`src/rtl/camera_mode_pkg.sv`:
```
// Shared types and helpers for the capture-path mode selector.
// No logic of its own; holds the FSM state encoding and default timing constants.
// Slice helpers map a mode index onto its lane of a flattened per-mode bus.
package camera_mode_pkg;

    typedef enum logic [1:0] {
        RUN        = 2'd0,
        WAIT_FRAME = 2'd1,
        CAM_RST    = 2'd2,
        WAIT_SYNC  = 2'd3
    } cms_state_e;

    localparam int RST_CYC_DEF = 8;
    localparam int SYNC_TO_DEF = 1 << 20;

    // Low bit of lane idx in a bus of w-bit lanes.
    function automatic int cfg_lo(input int idx, input int w);
        return idx * w;
    endfunction

    // A mode index is usable only when it names an existing source.
    function automatic logic mode_ok(input int mode, input int num_modes);
        return mode < num_modes;
    endfunction

endpackage

```
`src/rtl/cam_rst_pulse.sv`:
```
// Camera re-init pulse: drives rstn low for RST_CYC cycles after a start strobe.
// Latency: rstn falls the cycle after start; done strobes in the last low cycle.
// No backpressure; a start while already active restarts the pulse.
module cam_rst_pulse
    import camera_mode_pkg::*;
#(
    parameter int RST_CYC = RST_CYC_DEF
) (
    input  logic clk,
    input  logic rst_n,
    input  logic start,
    output logic rstn,
    output logic done
);

    localparam int CW = (RST_CYC > 1) ? $clog2(RST_CYC) : 1;

    logic [CW-1:0] cnt_q, cnt_d;
    logic          rstn_q, rstn_d;

    // Count the low phase; release and flag done on its final cycle.
    always_comb begin
        cnt_d  = cnt_q;
        rstn_d = rstn_q;
        done   = 1'b0;
        if (start) begin
            rstn_d = 1'b0;
            cnt_d  = '0;
        end else if (!rstn_q) begin
            if (cnt_q == CW'(RST_CYC - 1)) begin
                rstn_d = 1'b1;
                done   = 1'b1;
            end else begin
                cnt_d = cnt_q + 1'b1;
            end
        end
    end

    // Pulse state registers.
    always_ff @(posedge clk) begin
        if (!rst_n) begin
            cnt_q  <= '0;
            rstn_q <= 1'b1;
        end else begin
            cnt_q  <= cnt_d;
            rstn_q <= rstn_d;
        end
    end

    assign rstn = rstn_q;

endmodule

```
`src/rtl/camera_mode_switch.sv`:
```
// Frame-aligned mode selector muxing N pixel sources onto the SDRAM write port.
// Latency: 1 cycle src_en/src_data -> sdram_wren/wrdata; geometry follows cur_mode.
// No backpressure; writes are suppressed while the camera re-initialises.
module camera_mode_switch
    import camera_mode_pkg::*;
#(
    parameter int NUM_MODES = 4,
    parameter int DATA_W    = 16,
    parameter int PIX_W     = 11,
    parameter int RST_CYC   = RST_CYC_DEF,
    parameter int SYNC_TO   = SYNC_TO_DEF
) (
    input  logic                           clk,
    input  logic                           rst_n,
    input  logic                           req_valid,
    input  logic [$clog2(NUM_MODES)-1:0]   req_mode,
    input  logic                           frame_start,
    input  logic [NUM_MODES-1:0]           src_en,
    input  logic [NUM_MODES*DATA_W-1:0]    src_data,
    input  logic [NUM_MODES*PIX_W-1:0]     cfg_h,
    input  logic [NUM_MODES*PIX_W-1:0]     cfg_v,
    input  logic [NUM_MODES*16-1:0]        cfg_x,
    input  logic [NUM_MODES*16-1:0]        cfg_y,
    output logic                           sdram_wren,
    output logic [DATA_W-1:0]              sdram_wrdata,
    output logic [PIX_W-1:0]               h_pixel,
    output logic [PIX_W-1:0]               v_pixel,
    output logic                           camera_rstn,
    output logic [15:0]                    x_lenth,
    output logic [15:0]                    y_lenth,
    output logic [$clog2(NUM_MODES)-1:0]   cur_mode,
    output logic                           busy,
    output logic                           sync_timeout
);

    localparam int MODE_W = $clog2(NUM_MODES);
    localparam int SCW    = (SYNC_TO > 1) ? $clog2(SYNC_TO) : 1;

    cms_state_e        state_q, state_d;
    logic [MODE_W-1:0] cur_mode_q, cur_mode_d;
    logic [MODE_W-1:0] tgt_mode_q, tgt_mode_d;
    logic              pend_vld_q, pend_vld_d;
    logic [MODE_W-1:0] pend_mode_q, pend_mode_d;
    logic [15:0]       x_q, x_d, y_q, y_d;
    logic [SCW-1:0]    sync_cnt_q, sync_cnt_d;
    logic              sync_timeout_q, sync_timeout_d;
    logic              wren_q, wren_d;
    logic [DATA_W-1:0] wrdata_q, wrdata_d;

    logic              req_ok;
    logic [MODE_W-1:0] tgt_now;
    logic              pend_now_vld;
    logic [MODE_W-1:0] pend_now_mode;
    logic              exit_sync;
    logic              rst_start;
    logic              rst_done;
    logic              wr_block;

    cam_rst_pulse #(
        .RST_CYC (RST_CYC)
    ) u_rst_pulse (
        .clk   (clk),
        .rst_n (rst_n),
        .start (rst_start),
        .rstn  (camera_rstn),
        .done  (rst_done)
    );

    // Mode-switch FSM: request handling, frame alignment, pending replay.
    always_comb begin
        state_d        = state_q;
        cur_mode_d     = cur_mode_q;
        tgt_mode_d     = tgt_mode_q;
        pend_vld_d     = pend_vld_q;
        pend_mode_d    = pend_mode_q;
        x_d            = x_q;
        y_d            = y_q;
        sync_cnt_d     = sync_cnt_q;
        sync_timeout_d = 1'b0;
        rst_start      = 1'b0;
        wr_block       = 1'b0;
        exit_sync      = 1'b0;
        req_ok         = req_valid && mode_ok(int'(req_mode), NUM_MODES);
        tgt_now        = req_ok ? req_mode : tgt_mode_q;
        // Last request wins while the switch cannot take it directly.
        pend_now_vld   = pend_vld_q || req_ok;
        pend_now_mode  = req_ok ? req_mode : pend_mode_q;

        case (state_q)
            RUN: begin
                if (req_ok && (req_mode != cur_mode_q)) begin
                    tgt_mode_d = req_mode;
                    state_d    = WAIT_FRAME;
                end
            end
            WAIT_FRAME: begin
                tgt_mode_d = tgt_now;
                if (tgt_now == cur_mode_q) begin
                    state_d = RUN;
                end else if (frame_start) begin
                    cur_mode_d = tgt_now;
                    x_d        = cfg_x[cfg_lo(int'(tgt_now), 16) +: 16];
                    y_d        = cfg_y[cfg_lo(int'(tgt_now), 16) +: 16];
                    rst_start  = 1'b1;
                    wr_block   = 1'b1;
                    state_d    = CAM_RST;
                end
            end
            CAM_RST: begin
                pend_vld_d  = pend_now_vld;
                pend_mode_d = pend_now_mode;
                sync_cnt_d  = '0;
                if (rst_done) begin
                    state_d = WAIT_SYNC;
                end
            end
            WAIT_SYNC: begin
                if (frame_start) begin
                    exit_sync = 1'b1;
                end else if (sync_cnt_q == SCW'(SYNC_TO - 1)) begin
                    exit_sync      = 1'b1;
                    sync_timeout_d = 1'b1;
                end else begin
                    sync_cnt_d = sync_cnt_q + 1'b1;
                end
                if (exit_sync) begin
                    state_d    = RUN;
                    pend_vld_d = 1'b0;
                    // A stored request is replayed as a fresh RUN request.
                    if (pend_now_vld && (pend_now_mode != cur_mode_q)) begin
                        tgt_mode_d = pend_now_mode;
                        state_d    = WAIT_FRAME;
                    end
                end else begin
                    pend_vld_d  = pend_now_vld;
                    pend_mode_d = pend_now_mode;
                end
            end
            default: state_d = RUN;
        endcase
    end

    // Write mux: forward the active source unless the camera is re-syncing.
    always_comb begin
        wren_d   = 1'b0;
        wrdata_d = wrdata_q;
        if (((state_q == RUN) || (state_q == WAIT_FRAME)) && !wr_block) begin
            wren_d = src_en[cur_mode_q];
            if (src_en[cur_mode_q]) begin
                wrdata_d = src_data[cfg_lo(int'(cur_mode_q), DATA_W) +: DATA_W];
            end
        end
    end

    // State and output registers.
    always_ff @(posedge clk) begin
        if (!rst_n) begin
            state_q        <= RUN;
            cur_mode_q     <= '0;
            tgt_mode_q     <= '0;
            pend_vld_q     <= 1'b0;
            pend_mode_q    <= '0;
            x_q            <= cfg_x[15:0];
            y_q            <= cfg_y[15:0];
            sync_cnt_q     <= '0;
            sync_timeout_q <= 1'b0;
            wren_q         <= 1'b0;
            wrdata_q       <= '0;
        end else begin
            state_q        <= state_d;
            cur_mode_q     <= cur_mode_d;
            tgt_mode_q     <= tgt_mode_d;
            pend_vld_q     <= pend_vld_d;
            pend_mode_q    <= pend_mode_d;
            x_q            <= x_d;
            y_q            <= y_d;
            sync_cnt_q     <= sync_cnt_d;
            sync_timeout_q <= sync_timeout_d;
            wren_q         <= wren_d;
            wrdata_q       <= wrdata_d;
        end
    end

    assign sdram_wren   = wren_q;
    assign sdram_wrdata = wrdata_q;
    assign h_pixel      = cfg_h[cfg_lo(int'(cur_mode_q), PIX_W) +: PIX_W];
    assign v_pixel      = cfg_v[cfg_lo(int'(cur_mode_q), PIX_W) +: PIX_W];
    assign x_lenth      = x_q;
    assign y_lenth      = y_q;
    assign cur_mode     = cur_mode_q;
    assign busy         = (state_q != RUN);
    assign sync_timeout = sync_timeout_q;

endmodule

```
`config.mk`:
```
export PLATFORM = sky130hd
export DESIGN_NAME = camera_mode_switch
export DESIGN_NICKNAME = d
export VERILOG_FILES = /design/src/rtl/camera_mode_pkg.sv /design/src/rtl/cam_rst_pulse.sv /design/src/rtl/camera_mode_switch.sv
export SDC_FILE = /design/constraint.sdc
export NUM_CORES = 1
export LEC_CHECK = 0
export CORE_AREA = 2 2 142 144
export CTS_CLUSTER_SIZE = 25
export DETAILED_ROUTE_END_ITERATION = 10
export DIE_AREA = 0 0 144 146
export GPL_TIMING_DRIVEN = 0
export PLACE_DENSITY_LB_ADDON = 0.08
export RECOVER_POWER = 50
export SLEW_MARGIN = 20
export SYNTH_ARGS = -nofsm -noshare
export SYNTH_HDL_FRONTEND = slang
export SYNTH_SLANG_ARGS = --single-unit
```
`constraint.sdc`:
```
create_clock -name clk -period 5.5 [get_ports clk]
set_clock_uncertainty 0.1 [all_clocks]
set_input_delay 0.55 -clock clk [delete_from_list [all_inputs] [get_ports clk]]
set_output_delay 0.55 -clock clk [all_outputs]
set_load 0.03 [all_outputs]
```
==> summary by stage <==
Worst setup path
Data on the critical path is required at its endpoint by approximately 4900 ps. For flop-to-flop paths, the worst setup slack is 2500 ps. The kind of critical path is register to primary output. The signal on the critical path passes through buf_2 -> clkbuf_1 -> clkbuf_1 -> mux4_2 -> clkdlybuf4s50_1.

The worst setup path is captured at a primary output. The element type at the critical path start is a register. The critical path's top delay family is buffers and inverters. The endpoint identified for the worst register-to-register timing path is y_lenth[13]. The launching point of the worst reg2reg path is tgt_mode_q[1].

Tracing the worst setup path back leads to its startpoint at cur_mode[1]. The depth of the worst register-to-register path is 5. The path length in cells of the critical path is 5. The largest individual stage delay along the critical path comes from the cell sky130_fd_sc_hd__clkdlybuf4s50_1. The worst path buffer plus inverter count is 4. The delay contributed by the slowest stage of the critical path is ~640 ps.

The end of the critical path is v_pixel[6]. The most numerous cell type found on the critical path is sky130_fd_sc_hd__clkbuf_1. In this run the worst path has a maximum fanout of 10. The worst endpoint data arrival time is approximately 3200 ps.

Worst hold path
The path type of the worst min-delay path is register to register.

Synthesis
When the netlist entered floorplanning its net count stood at a little over 800. The number of different library cells in the post-synthesis netlist is 50. Counting flops with a built-in enable in the synthesized netlist gives 32. The count of state elements after synthesis is 83. The proportion of netlist area held by the largest area contributor is a little under a fifth. sky130_fd_sc_hd__dfxtp_1 takes more of the synthesized area than any other cell. The mapped netlist covers about 5400 um2.

In the post-synthesis netlist, the biggest area contributors are sky130_fd_sc_hd__dfxtp_1 (19%), sky130_fd_sc_hd__edfxtp_1 (18%), sky130_fd_sc_hd__mux4_2 (16%), sky130_fd_sc_hd__mux2_2 (7.3%), sky130_fd_sc_hd__a21oi_1 (5.6%). The commonest cells after synthesis are sky130_fd_sc_hd__a21oi_1 (60), sky130_fd_sc_hd__dfxtp_1 (51), sky130_fd_sc_hd__nor2_1 (49). Among all flip-flop cells after synthesis, the most frequent one is sky130_fd_sc_hd__dfxtp_1. Of all flip-flops after synthesis, the portion carrying an async set or reset was 0%.

The Yosys warning count is 0. The most common cell in the synthesized netlist is sky130_fd_sc_hd__a21oi_1. The synthesized area per cell is 10.2 um2. Synthesis produced around 530 cells. For this run, the register share of the synthesized area comes to about 37%.

Clock network
The clock transition at the register clock pins on the worst setup and hold paths after CTS is approximately 60 ps. TritonCTS built the clock tree. The number of gates resized after CTS is 0. For the worst-skew pair, the clock arrives at the later sink with an insertion delay of 340 ps.

The cell sitting at the root of the clock tree is a sky130_fd_sc_hd__clkbuf_16. The maximum count of clock buffers along a single path is 2. Clock tree synthesis inserted a total of 9 buffers. Buffers inserted to repair hold after CTS numbered 0.

The number of setup buffers added after CTS is 0. The H-tree was split into 3 levels. Counting every sink on the clock net gives 83.

GRT
The number of antenna violations at the first check in global routing is 4. The pin count of the biggest net entering global routing is 28. The number of global-route vias before repair is between 6,000 and 7,000.

The global-route congestion overflow total is 0. Global routing used between 20 and 25% of the available tracks. The first global-routing pass estimated about 36 mm of wire.

Detailed routing
For this run, the detailed router's first-pass iteration total came to 4. The routed length per instance is 20.5 um. The total number of vias is roughly 6,000.

The total routed wirelength is roughly 24 mm. Once detail routing completed, the nets flagged for antenna violations numbered 0. The total DRC errors in the routed layout is 0. The ratio of routed vias to standard cells is 5.07. The detailed router finished its first iteration with between 200 and 300 violations.

Power
The switching power summed over all nets is 695 uW. The switching share of power is a little under a third. The share of total power dissipated in the clock network is between 20% and 30%. The relative contribution of sequential cells to total power is 32.8%.

The peak supply drop is ~0.15 mV. Cell internal power was estimated by the tool at about 1.5 mW. Combinational logic is responsible for 39.5% of the overall power. The leakage power figure is around 3.4 nW.

The total power after layout is about 2.2 mW. The power per cell area is 229 nW/um2.

Final layout
The share of final-layout standard cells stronger than drive strength 1 is between 10% and 20%. After filler insertion, the fill cell instance count of the layout stands at 1,820. The relative area change from synthesis to final layout is 78.5%. The final layout contains approximately 1,200 nets. For this run, the share of the core covered by cells in the final layout is between 40 and 50%.

Timing
The final critical-path required period is roughly 3800 ps. After layout, the worst path uses around 70% of the clock period. At the pin with the least slew margin, the transition time is 1060 ps. The smallest hold slack is 373 ps.

The total negative setup slack is 0 ps. The maximum operating frequency is ~260 MHz. The headroom to the max-slew limit is about 29%.

The worst-case setup margin in the final layout is about 1700 ps. The setup violation total in the final timing report is 0. The final count of hold timing violations was 0. The max-slew violation count is 0.

Setup repair after global routing left no endpoint under its margin.

Run
The tool flagged a number of max-cap violations equal to 0.

Floorplan
about 370 I/O pins were placed. The die is approximately 140 um wide. The standard cell core area is a little under 20,000 um2. The effective utilization at floorplan is about 28%. The initialized floorplan defines slightly above 50 standard-cell rows. The die covers ~21,000 um2. The vertical die dimension is roughly 150 um.

Placement
The number of I/O port buffers is 363. Routability-driven placement finished with a final weighted congestion of roughly 0.9. The HPWL after detailed placement is roughly 20 mm. The setup slack after placement is 2010 ps.

Run status
The run finished with clean final reports.
==> state kept, by name (all words and copies together), names as in the netlist, named ones only <==
register / count
cur_mode: 2
pend_mode_q: 2
x_lenth: 16
state_q: 1
pend_vld_q: 1
tgt_mode_q: 2
sdram_wren: 1
sdram_wrdata: 16
y_lenth: 16
sync_timeout: 1
u_rst_pulse.cnt_q: 3
sync_cnt_q: 20
u_rst_pulse.rstn: 1
==> cell usage in the layout (no fill, tap or decap), types with 8 or more instances in the layout <==
| master | instances |
|---|---|
| sky130_fd_sc_hd__clkdlybuf4s50_1 | 309 |
| sky130_fd_sc_hd__a21oi_1 | 60 |
| sky130_fd_sc_hd__dlygate4sd3_1 | 54 |
| sky130_fd_sc_hd__dfxtp_1 | 51 |
| sky130_fd_sc_hd__nor2_1 | 49 |
| sky130_fd_sc_hd__mux4_2 | 38 |
| sky130_fd_sc_hd__mux2_2 | 35 |
| sky130_fd_sc_hd__clkbuf_1 | 32 |
| sky130_fd_sc_hd__o22ai_1 | 32 |
| sky130_fd_sc_hd__nand3_1 | 32 |
| sky130_fd_sc_hd__edfxtp_1 | 32 |
| sky130_fd_sc_hd__nand2_1 | 25 |
| sky130_fd_sc_hd__o21ai_0 | 24 |
| sky130_fd_sc_hd__buf_2 | 10 |
| sky130_fd_sc_hd__mux2i_1 | 10 |
| sky130_fd_sc_hd__clkbuf_16 | 9 |
| sky130_fd_sc_hd__o2111ai_1 | 8 |
==> final cells by class <==
class | count | area [um2] | share of cell area, %
Antenna cell | 4 | 10.0 | 0.104
Buffer | 45 | 189 | 1.97
Clock buffer | 14 | 256 | 2.67
Clock inverter | 2 | 35.0 | 0.364
Inverter | 3 | 11.3 | 0.117
Multi-Input combinational cell | 397 | 3150 | 32.7
Sequential cell | 83 | 1980 | 20.6
Tap cell | 265 | 332 | 3.45
Timing Repair Buffer | 364 | 3650 | 38.0
==> layer usage <==
metal | routed length [um] | share of wire, % | global-route usage [%]
met5 | 0 | 0 | 0
met1 | 8520 | 35 | 22.8
met2 | 12800 | 53 | 42.2
met4 | 975 | 4.0 | 10.9
met3 | 1830 | 7.6 | 5.10
==> tightest hold or removal path, cell delays in order, from the launching register on <==
cell and delay [ps]:
sky130_fd_sc_hd__dfxtp_1 300, sky130_fd_sc_hd__o21ai_0 60, sky130_fd_sc_hd__a21oi_1 60
==> through the flow <==
step,instances,area (um2)
6_report,1177,9610
5_1_grt,1177,9610
4_1_cts,1173,9670
3_5_place_dp,1157,9370
3_3_place_gp,1156,9350
2_1_floorplan,528,5390
==> power groups by stage <==
stage / Combinational (mW) / Clock [mW] / Sequential (mW)
after floorplan: 0.358 / 0 / 0.829
after global placement: 0.887 / 0 / 0.736
after detailed placement: 0.898 / 0 / 0.737
after CTS: 0.902 / 0.628 / 0.725
after global routing: 0.928 / 0.650 / 0.727
final: 0.871 / 0.610 / 0.721
==> cell families (layout without fill, tap and decap cells) <==
| group | after synthesis | in the layout | share of synthesized area (%) |
|---|---|---|---|
| other | 0 | 4 | 0 |
| and+or+nand+nor | 145 | 145 | 13.0 |
| adders and majority gates | 3 | 3 | 0.697 |
| muxes | 84 | 84 | 25.7 |
| buffers and inverters | 48 | 428 | 4.07 |
| AOI/OAI and AO/OA | 158 | 158 | 18.6 |
| DFF | 83 | 83 | 36.8 |
| xor gates and xnor gates | 7 | 7 | 1.14 |
==> how the worst min path moves through the flow <==
stage,startpoint,endpoint,cells past startpoint
after detailed placement,sdram_wrdata[1],sdram_wrdata[1],2
final,sdram_wrdata[9],sdram_wrdata[9],2
after global placement,sdram_wrdata[9],sdram_wrdata[9],2
after CTS,sdram_wrdata[9],sdram_wrdata[9],2
after global routing,sdram_wrdata[7],sdram_wrdata[7],2
after floorplan,sync_cnt_q[13],sync_cnt_q[13],1
Note: power is estimated with default switching activity, not from simulation.
